==> src/rtl/at24c02_arb.sv <==
// at24c02_arb: round-robin arbiter and burst sequencer for a shared at24c02_ctl.
// Grants one 1..16 byte burst at a time, splits write bursts at page ends.
module at24c02_arb #(
    parameter int unsigned N_REQ      = 2,
    parameter int unsigned ADDR_W     = 11,
    parameter int unsigned PAGE_BYTES = 8
) (
    input  logic                    clk,
    input  logic                    rst,
    input  logic [N_REQ-1:0]        req_valid,
    input  logic [N_REQ-1:0]        req_wr,
    input  logic [N_REQ*ADDR_W-1:0] req_addr,
    input  logic [N_REQ*4-1:0]      req_len,
    input  logic [N_REQ*8-1:0]      req_wdata,
    output logic [N_REQ-1:0]        grant,
    output logic [N_REQ-1:0]        wdata_ack,
    output logic [7:0]              rdata,
    output logic [N_REQ-1:0]        rdata_valid,
    output logic [N_REQ-1:0]        req_done,
    output logic [ADDR_W-1:0]       ctl_address,
    output logic [7:0]              ctl_din,
    output logic                    ctl_wr_en,
    output logic                    ctl_parent_ready,
    output logic                    ctl_last,
    input  logic [7:0]              ctl_dout,
    input  logic                    ctl_ready
);

    localparam int unsigned IDX_W  = (N_REQ > 1) ? $clog2(N_REQ) : 1;
    localparam int unsigned PAGE_W = (PAGE_BYTES > 1) ? $clog2(PAGE_BYTES) : 1;
    localparam int unsigned REM_W  = 5;

    typedef enum logic [1:0] {IDLE, XFER, GAP, DONE} state_t;

    state_t             state;
    logic [IDX_W-1:0]   rr_ptr;
    logic               wr;
    logic [ADDR_W-1:0]  cur_addr;
    logic [REM_W-1:0]   remaining;

    logic               pick_vld;
    logic [IDX_W-1:0]   pick_idx;
    int unsigned        cand;
    logic               sel_wr;
    logic [ADDR_W-1:0]  sel_addr;
    logic [3:0]         sel_len;

    // First requesting index at or after rr_ptr, wrapping
    always_comb begin
        pick_vld = 1'b0;
        pick_idx = '0;
        cand     = 0;
        for (int unsigned k = 0; k < N_REQ; k++) begin
            cand = 32'(rr_ptr) + k;
            if (cand >= N_REQ) cand = cand - N_REQ;
            if (!pick_vld && req_valid[IDX_W'(cand)]) begin
                pick_vld = 1'b1;
                pick_idx = IDX_W'(cand);
            end
        end
    end

    // Request fields of the arbitration winner
    always_comb begin
        sel_wr   = 1'b0;
        sel_addr = '0;
        sel_len  = '0;
        for (int unsigned i = 0; i < N_REQ; i++) begin
            if (pick_idx == IDX_W'(i)) begin
                sel_wr   = req_wr[i];
                sel_addr = req_addr[i*ADDR_W +: ADDR_W];
                sel_len  = req_len[i*4 +: 4];
            end
        end
    end

    // Write data of the current owner; zero while idle
    always_comb begin
        ctl_din = '0;
        for (int unsigned i = 0; i < N_REQ; i++) begin
            if (grant[i]) ctl_din = req_wdata[i*8 +: 8];
        end
    end

    // Segment ends on the final byte, or on a page's last byte for writes
    always_comb begin
        ctl_last = (state == XFER) &&
                   ((remaining == REM_W'(1)) || (wr && (&cur_addr[PAGE_W-1:0])));
    end

    // Burst sequencer; ctl_address holds the start of the current segment
    always_ff @(posedge clk) begin
        if (rst) begin
            state            <= IDLE;
            rr_ptr           <= '0;
            grant            <= '0;
            wr               <= 1'b0;
            cur_addr         <= '0;
            remaining        <= '0;
            wdata_ack        <= '0;
            rdata_valid      <= '0;
            req_done         <= '0;
            rdata            <= '0;
            ctl_address      <= '0;
            ctl_wr_en        <= 1'b0;
            ctl_parent_ready <= 1'b0;
        end else begin
            wdata_ack   <= '0;
            rdata_valid <= '0;
            req_done    <= '0;
            case (state)
                IDLE: begin
                    if (pick_vld) begin
                        grant            <= N_REQ'(1) << pick_idx;
                        wr               <= sel_wr;
                        cur_addr         <= sel_addr;
                        remaining        <= REM_W'(sel_len) + REM_W'(1);
                        rr_ptr           <= (pick_idx == IDX_W'(N_REQ - 1)) ? '0
                                                                             : pick_idx + IDX_W'(1);
                        ctl_address      <= sel_addr;
                        ctl_wr_en        <= sel_wr;
                        ctl_parent_ready <= 1'b1;
                        state            <= XFER;
                    end
                end
                XFER: begin
                    if (ctl_ready) begin
                        if (wr) begin
                            wdata_ack <= grant;
                        end else begin
                            rdata       <= ctl_dout;
                            rdata_valid <= grant;
                        end
                        cur_addr  <= cur_addr + ADDR_W'(1);
                        remaining <= remaining - REM_W'(1);
                        if (ctl_last) begin
                            ctl_parent_ready <= 1'b0;
                            if (remaining == REM_W'(1)) begin
                                req_done <= grant;
                                state    <= DONE;
                            end else begin
                                ctl_address <= cur_addr + ADDR_W'(1);
                                state       <= GAP;
                            end
                        end
                    end
                end
                GAP: begin
                    ctl_parent_ready <= 1'b1;
                    state            <= XFER;
                end
                DONE: begin
                    grant       <= '0;
                    ctl_wr_en   <= 1'b0;
                    ctl_address <= '0;
                    state       <= IDLE;
                end
                default: state <= IDLE;
            endcase
        end
    end

endmodule

==> config.mk <==
export PLATFORM = sky130hd
export DESIGN_NAME = at24c02_arb
export DESIGN_NICKNAME = d
export VERILOG_FILES = /design/src/rtl/at24c02_arb.sv
export SDC_FILE = /design/constraint.sdc
export NUM_CORES = 1
export LEC_CHECK = 0
export ABC_AREA = 1
export CAP_MARGIN = 20
export CORE_MARGIN = 1.5
export CORE_UTILIZATION = 45
export DETAILED_ROUTE_END_ITERATION = 8
export DONT_BUFFER_PORTS = 1
export GPL_TIMING_DRIVEN = 0
export PLACE_DENSITY = 0.7
export SKIP_LAST_GASP = 1
export SLEW_MARGIN = 30
export SYNTH_ARGS = -nofsm -noshare
export SYNTH_HDL_FRONTEND = slang
export SYNTH_SLANG_ARGS = --single-unit
==> constraint.sdc <==
create_clock -name clk -period 2.1 [get_ports clk]
set_input_delay 0.42 -clock clk [delete_from_list [all_inputs] [get_ports clk]]
set_output_delay 0.42 -clock clk [all_outputs]
set_load 0.03 [all_outputs]
==> metrics.yaml, run 1 <==
grt:
  gr-total-overflow: 0
  grt_pass1_wl_um: 12700
  grt_max_degree: 16
  grt_use_total_pct: 22.2
  antenna_found_initial: 0
  first_global_vias: 2840
setup_path:
  r2r-end: "ctl_address[7]"
  path_cells: "buf_2 -> clkinvlp_2 -> nand3_1 -> nand2_1"
  r2r_start: "cur_addr[0]"
  r2r_cells: 10
  critical-path-max-stage-delay_ns: 0.43
  arrival_ns: 1.59
  cp.required_ns: 1.68
  critical_path_peak_fanout: 11
  crit_type: "reg -> out"
  endpoint_kind: "primary output"
  cp-start-kind: "flop"
  r2r_setup_slack_ns: 0.35
  slowest_stage: "dfxtp_2"
cells_and_area:
  drive_above_1_share_pct: 11.5
  finalCoreUtilization_pct: 49.9
  area_delta_synth_final_pct: 7.89
  antenna_cells: 0
  nets: 518
timing:
  period_needed_ns: 2.01
  max_freq_ghz: 0.499
  rsz0062_at_grt: "false"
  max-slew-margin-rel_pct: 69.1
  worst_pin_slew_ns: 0.463
  finalHoldViolCount: 0
  slew_viol_final: 0
  fin_crit_sh_pct: 95.5
  final.setup_skew_ns: 0.00802
  setup_viol: 0
floorplan:
  rows: 29
  die_h_um: 83.3
  start_util_pct: 46.2
  die-width_um: 83.3
  die-area_mm2: 0.00694
  core-area_mm2: 0.00628
  pin_count: 99
synthesis:
  synth_cell_types: 38
  synth_edf_count: 0
  ys_warn_count: 0
  synthArstFlopShare_pct: 0
  syn_avg_cell_area_um2: 6.55
  synth_fp_nets: 509
  synthCells: 443
  seq_area_frac_synth_pct: 33.8
  synth_area_mm2: 0.00290
  synth-seq-cells: 49
  ys.flop_type: "dfxtp_1"
power:
  vdd_drop_max_mv: 0.461
  power_mw: 2.55
  p_per_area_mw_per_mm2: 814
  p_leak_nw: 1.49
routing:
  route.vias.total: 2887
  drt_iter0_markers: 167
  post-route-drc-count: 0
  vias_per_cell: 5.45
  drtPass1Iterations: 5
  routed_wl_um: 7490
  drtAntennaViolNets: 0
  wire_per_inst_um: 14.1
clocking:
  worstSkewPairLatency_ns: 0.31
  cts.htree.levels: 2
  cts_made_buffers: 5
  clk_path_buf_depth: 2
  postCtsHoldBufs: 0
  cts_tree: "built"
  numClockSinks: 49
  root_buffer: "clkbuf_8"
  clkTransAtPathRegs_ns: 0.09
min_path:
  holdPathEnd: "cur_addr[0]"
  hold_start: "rst"
  hold_path_depth: 1
  hold_class: "in -> reg"
flow_run:
  cap_violations: 0
placement:
  routabilityCongestion: 0.926
  numPortBuffers: 0
  hpwl_um: 5680
outcome:
  status: "complete, no violations"
==> sequential cells by signal, summed over array words and instances (netlist names), 2 cells and up <==
signal       cells
rdata            8
state            2
remaining        5
wdata_ack        2
req_done         2
cur_addr        11
ctl_address     11
grant            2
rdata_valid      2
==> per-stage QoR <==
| stage | hold slack (ns) | TNS [ns] | cell area [µm²] | setup slack, ns | cells |
|---|---|---|---|---|---|
| 6_report | 0.168 | 0 | 3130 | 0.0943 | 530 |
| 5_1_grt | 0.150 | 0 | 3130 | 0.00583 | 530 |
| 4_1_cts | 0.167 | -0.0375 | 3100 | -0.0375 | 527 |
| 3_5_place_dp | 0.451 | 0 | 3000 | 0.110 | 520 |
| 3_3_place_gp | 0.446 | 0 | 3000 | 0.119 | 520 |
| 2_1_floorplan | 0.439 | 0 | 2900 | 0.316 | 443 |
==> cell type report <==
class | count | area (µm²)
plain buffers | 18 | 141
clock buffers | 6 | 82.6
clock inverters | 2 | 13.8
fillers | 624 | 3150
inverters | 65 | 250
multi-input cells | 310 | 1540
flip-flops and latches | 49 | 983
well taps | 77 | 96.3
repair buffers | 2 | 15.0
repair inverters | 1 | 5.00
==> synth_stat cells, types with 2 or more instances <==
| cell type | number | share of area (%) |
|---|---|---|
| clkbuf_1 | 3 | 0.39 |
| nand2_2 | 7 | 1.5 |
| nand3_1 | 28 | 4.8 |
| a21oi_1 | 9 | 1.6 |
| nor3_1 | 4 | 0.69 |
| a31oi_1 | 9 | 1.9 |
| buf_2 | 3 | 0.52 |
| buf_4 | 4 | 1.0 |
| o211ai_1 | 5 | 1.3 |
| o21ai_0 | 48 | 8.3 |
| inv_1 | 63 | 8.2 |
| buf_6 | 7 | 2.7 |
| o21bai_1 | 4 | 1.0 |
| nand3_2 | 2 | 0.69 |
| nor2_1 | 64 | 8.3 |
| dfxtp_1 | 49 | 34 |
| buf_1 | 2 | 0.26 |
| nand4_1 | 7 | 1.5 |
| nor2_4 | 2 | 0.78 |
| or2_1 | 2 | 0.43 |
| ha_1 | 5 | 2.2 |
| nand2_1 | 94 | 12 |
| or2_0 | 2 | 0.43 |
| nand3b_1 | 4 | 1.0 |
| nand2_4 | 3 | 1.2 |
==> timing repair <==
item	4_1_cts	5_1_grt
setup endpoints to repair	9	9
buffers inserted	0	2
pin swaps	0	1
cloned	0	1
gates resized for setup	2	6
==> worst max-delay path, delay by kind of cell (launching register included) <==
| kind | cells | cell delay [ns] |
|---|---|---|
| and+or+nand+nor | 2 | 0.31 |
| DFF | 1 | 0.43 |
| buffers and inverters | 2 | 0.54 |
==> power breakdown <==
part / leakage, nW / internal (mW) / total [mW] / switching [mW]
registers: 0.405 / 1.04 / 1.24 / 0.203
clock network: 0.0512 / 0.268 / 0.595 / 0.328
logic: 1.04 / 0.252 / 0.709 / 0.457
==> metal layers <==
metal,track usage [%],part of all wire [%],vias to the layer above
li1,-,-,1433
met2,37.7,48,108
met1,26.8,42,1325
met4,9.70,3.0,0
met3,5.07,7.1,21
met5,0,0,-
==> logic make-up (layout without fill, tap and decap cells) <==
logic type / count (synthesis) / in the layout / synth area share, %
simple gates: 221 / 221 / 34.1
xor+xnor: 1 / 1 / 0.302
buf+inv: 84 / 94 / 13.4
fa+ha+maj: 5 / 5 / 2.16
compound gates: 83 / 83 / 16.3
flops: 49 / 49 / 33.8
==> how the worst max path moves through the flow <==
| stage | startpoint | endpoint | slack [ns] | cells after the start |
|---|---|---|---|---|
| final | grant[1] | ctl_din[4] | 0.09 | 4 |
| after global routing | grant[1] | ctl_din[2] | 0.006 | 4 |
| after CTS | cur_addr[0] | ctl_last | -0.04 | 4 |
| after detailed placement | state[0] | ctl_last | 0.11 | 6 |
| after global placement | cur_addr[0] | ctl_last | 0.12 | 4 |
| after floorplan | state[0] | ctl_last | 0.32 | 6 |
==> layout by cell type, fill, tap and decap left out, types with 3 or more instances in the layout <==
cell | Yosys | routed
a21oi_1 | 9 | 8
a31oi_1 | 9 | 9
buf_2 | 3 | 4
buf_4 | 4 | 6
buf_6 | 7 | 7
clkbuf_8 | 0 | 6
dfxtp_1 | 49 | 47
ha_1 | 5 | 5
inv_1 | 63 | 62
nand2_1 | 94 | 94
nand2_2 | 7 | 7
nand2_4 | 3 | 3
nand3_1 | 28 | 28
nand3b_1 | 4 | 4
nand4_1 | 7 | 7
nor2_1 | 64 | 64
nor3_1 | 4 | 4
o211ai_1 | 5 | 5
o21ai_0 | 48 | 48
o21bai_1 | 4 | 4
(Power assumes the default switching activity.)
==> inputs of run 2 (changes only) <==
--- a/config.mk
+++ b/config.mk
@@ -12,7 +12,6 @@
 export DETAILED_ROUTE_END_ITERATION = 8
 export DONT_BUFFER_PORTS = 1
 export GPL_TIMING_DRIVEN = 0
-export PLACE_DENSITY = 0.7
 export SKIP_LAST_GASP = 1
 export SLEW_MARGIN = 30
 export SYNTH_ARGS = -nofsm -noshare
==> constraint.sdc (replaced) <==
create_clock -name clk -period 2.1 [get_ports clk]
set_input_delay 0.63 -clock clk [delete_from_list [all_inputs] [get_ports clk]]
set_output_delay 0.63 -clock clk [all_outputs]
set_load 0.03 [all_outputs]
==> run 2 against run 1 <==
  * Sequential cell count unchanged
  * Fmax is 3.0% lower
  * Core utilization is 0.78 points higher
  * Power rose by 0.86%
  * Critical path depth unchanged
  * Final cell count up 0.19%
  * Sequential power about the same
  * Hold slack gained 0.20 ns
==> metrics.yaml, run 2 (synthesis results as in run 1) <==
power:
  power_frac_comb_pct: 28.4  # +0.5 points
  clockPowerShare_pct: 23.4  # about the same
  internal-power_mw: 1.57  # +0.74%
  seqPwrFrac_pct: 48.2  # -0.6 points
  vdd_drop_max_mv: 0.376  # -19%
  p_leak_nw: 1.50  # about the same
  p_switching_mw: 0.999  # +1.0%
  switching_share_pct: 38.9  # +0.071 points
  p_per_area_mw_per_mm2: 808  # -0.69%
cells_and_area:
  area_delta_synth_final_pct: 9.57
  reg.largest.list: "ctl_address x11, cur_addr x11, rdata x8"
  final_cells: 531  # +0.19%
  final_common_cell: "nand2_1"
  nFillCells: 658  # +5.4%
  multi_input_area_mm2: 0.00157  # +1.8%
  drive_above_1_share_pct: 14.5  # +3.1 points
  nets: 519  # +0.19%
  antenna_cells: 0  # unchanged
  regArea_um2: 988  # +0.51%
  finalCoreUtilization_pct: 50.6  # +0.78 points
  final_cell_mix: "85 x nand2_1, 64 x nor2_1, 62 x inv_1"
floorplan:
  die-width_um: 83.3  # unchanged
  die-area_mm2: 0.00694  # unchanged
  core-area_mm2: 0.00628  # unchanged
  start_util_pct: 46.2  # unchanged
  rows: 29  # unchanged
  die_h_um: 83.3  # unchanged
  pin_count: 99  # unchanged
grt:
  grt_pass1_wl_um: 12200  # -4.0%
  antenna_found_initial: 0  # unchanged
  grt_use_total_pct: 21.8  # -0.36 points
  first_global_vias: 2479  # -13%
  grt_max_degree: 16  # unchanged
  gr-total-overflow: 0  # unchanged
clocking:
  worstSkewPairLatency_ns: 0.31  # about the same
  cts_made_buffers: 5  # unchanged
  cts.htree.levels: 2  # unchanged
  clk_path_buf_depth: 2  # unchanged
  clkTransAtPathRegs_ns: 0.09  # about the same
  postCtsHoldBufs: 0  # unchanged
  numClockSinks: 49  # unchanged
  cts_tree: "built"
  root_buffer: "clkbuf_8"
routing:
  wire_per_inst_um: 13.9  # -1.4%
  vias_per_cell: 5.13  # -5.8%
  drtAntennaViolNets: 0  # unchanged
  route.vias.total: 2726  # -5.6%
  drtPass1Iterations: 4  # -1
  routed_wl_um: 7400  # -1.2%
  drt_iter0_markers: 133  # -20%
  post-route-drc-count: 0  # unchanged
timing:
  final.setup_skew_ns: 0.00672  # -0.00131 ns
  setup_viol: 0  # unchanged
  hold_slack_ns: 0.371  # +0.202 ns
  slew_viol_final: 0  # unchanged
  worst_pin_slew_ns: 0.438  # -0.0252 ns
  fin_crit_sh_pct: 98.5  # +3.0 points
  finalHoldViolCount: 0  # unchanged
  max-slew-margin-rel_pct: 70.8  # +1.7 points
  period_needed_ns: 2.07  # +0.0621 ns
  rsz0062_at_grt: "true"
  setup_tns_ns: 0  # unchanged
  max_freq_ghz: 0.484  # -3.0%
  setup_ws_ns: 0.0321  # -0.0621 ns
placement:
  numPortBuffers: 0  # unchanged
  dp_slack_ns: -0.126  # -0.236 ns
  routabilityCongestion: 0.903  # -2.5%
  dpl.cell_count: 520  # unchanged
  hpwl_um: 5640  # -0.65%
min_path:
  hold_class: "in -> reg"
outcome:
  status: "complete, no violations"
setup_path:
  endpoint_kind: "primary output"
  cp.required_ns: 1.47  # -0.21 ns
  arrival_ns: 1.44  # -0.15 ns
  cp-start-kind: "flop"
  critical_path_peak_fanout: 4  # -7
  crit_type: "reg -> out"
flow_run:
  cap_violations: 0  # unchanged
## run 2: worst paths after layout
path,cells after the start,end,slack (ns),from
max,4,ctl_last,0.03,cur_addr[1]
min,1,cur_addr[0],0.37,rst
max reg2reg,10,ctl_address[6],0.45,cur_addr[1]
min reg2reg,2,rr_ptr,0.47,rr_ptr
## run 2: area by class of cell
| class | instances | share of cell area (%) |
|---|---|---|
| clock buffers | 6 | 2.60 |
| well taps | 77 | 3.03 |
| multi-input cells | 310 | 49.4 |
| plain buffers | 18 | 4.64 |
| inverters | 65 | 7.87 |
| clock inverters | 2 | 0.433 |
| repair inverters | 1 | 0.236 |
| flip-flops and latches | 49 | 31.1 |
| repair buffers | 3 | 0.708 |
## run 2: what timing repair did
action | 4_1_cts | 5_1_grt
hold endpoints to repair | 0 | 0
gates cloned | 0 | 1
endpoints found under the setup margin | 9 | 9
pin swaps | 2 | 1
gates resized for setup | 21 | 3
setup buffers | 3 | 0
## run 2: power groups by stage
stage                     Sequential [mW]  Clock, mW  Combinational, mW
after floorplan                      1.24          0              0.562
after global placement               1.26          0              0.684
after detailed placement             1.26          0              0.693
after CTS                            1.24      0.617              0.726
after global routing                 1.25      0.662              0.828
final                                1.24      0.601              0.729
## run 2: stage by stage
step / cell area, µm² / power (mW)
2_1_floorplan: 2900 / 1.80
3_3_place_gp: 3000 / 1.94
3_5_place_dp: 3000 / 1.95
4_1_cts: 3170 / 2.58
5_1_grt: 3180 / 2.74
6_report: 3180 / 2.57
## run 2: per-layer routing
| layer | GRT usage, % | part of all wire (%) | vias up |
|---|---|---|---|
| met3 | 4.67 | 5.4 | 5 |
| met2 | 34.5 | 45 | 70 |
| li1 | - | - | 1438 |
| met5 | 0 | 0 | - |
| met4 | 5.00 | 0.95 | 0 |
| met1 | 30.6 | 48 | 1213 |
## run 2: worst max-delay path, cell delays in order (launching register included)
cell and delay, ns:
dfxtp_2 0.37, ha_2 0.19, ha_2 0.20, nand2_2 0.09, a21oi_4 0.29
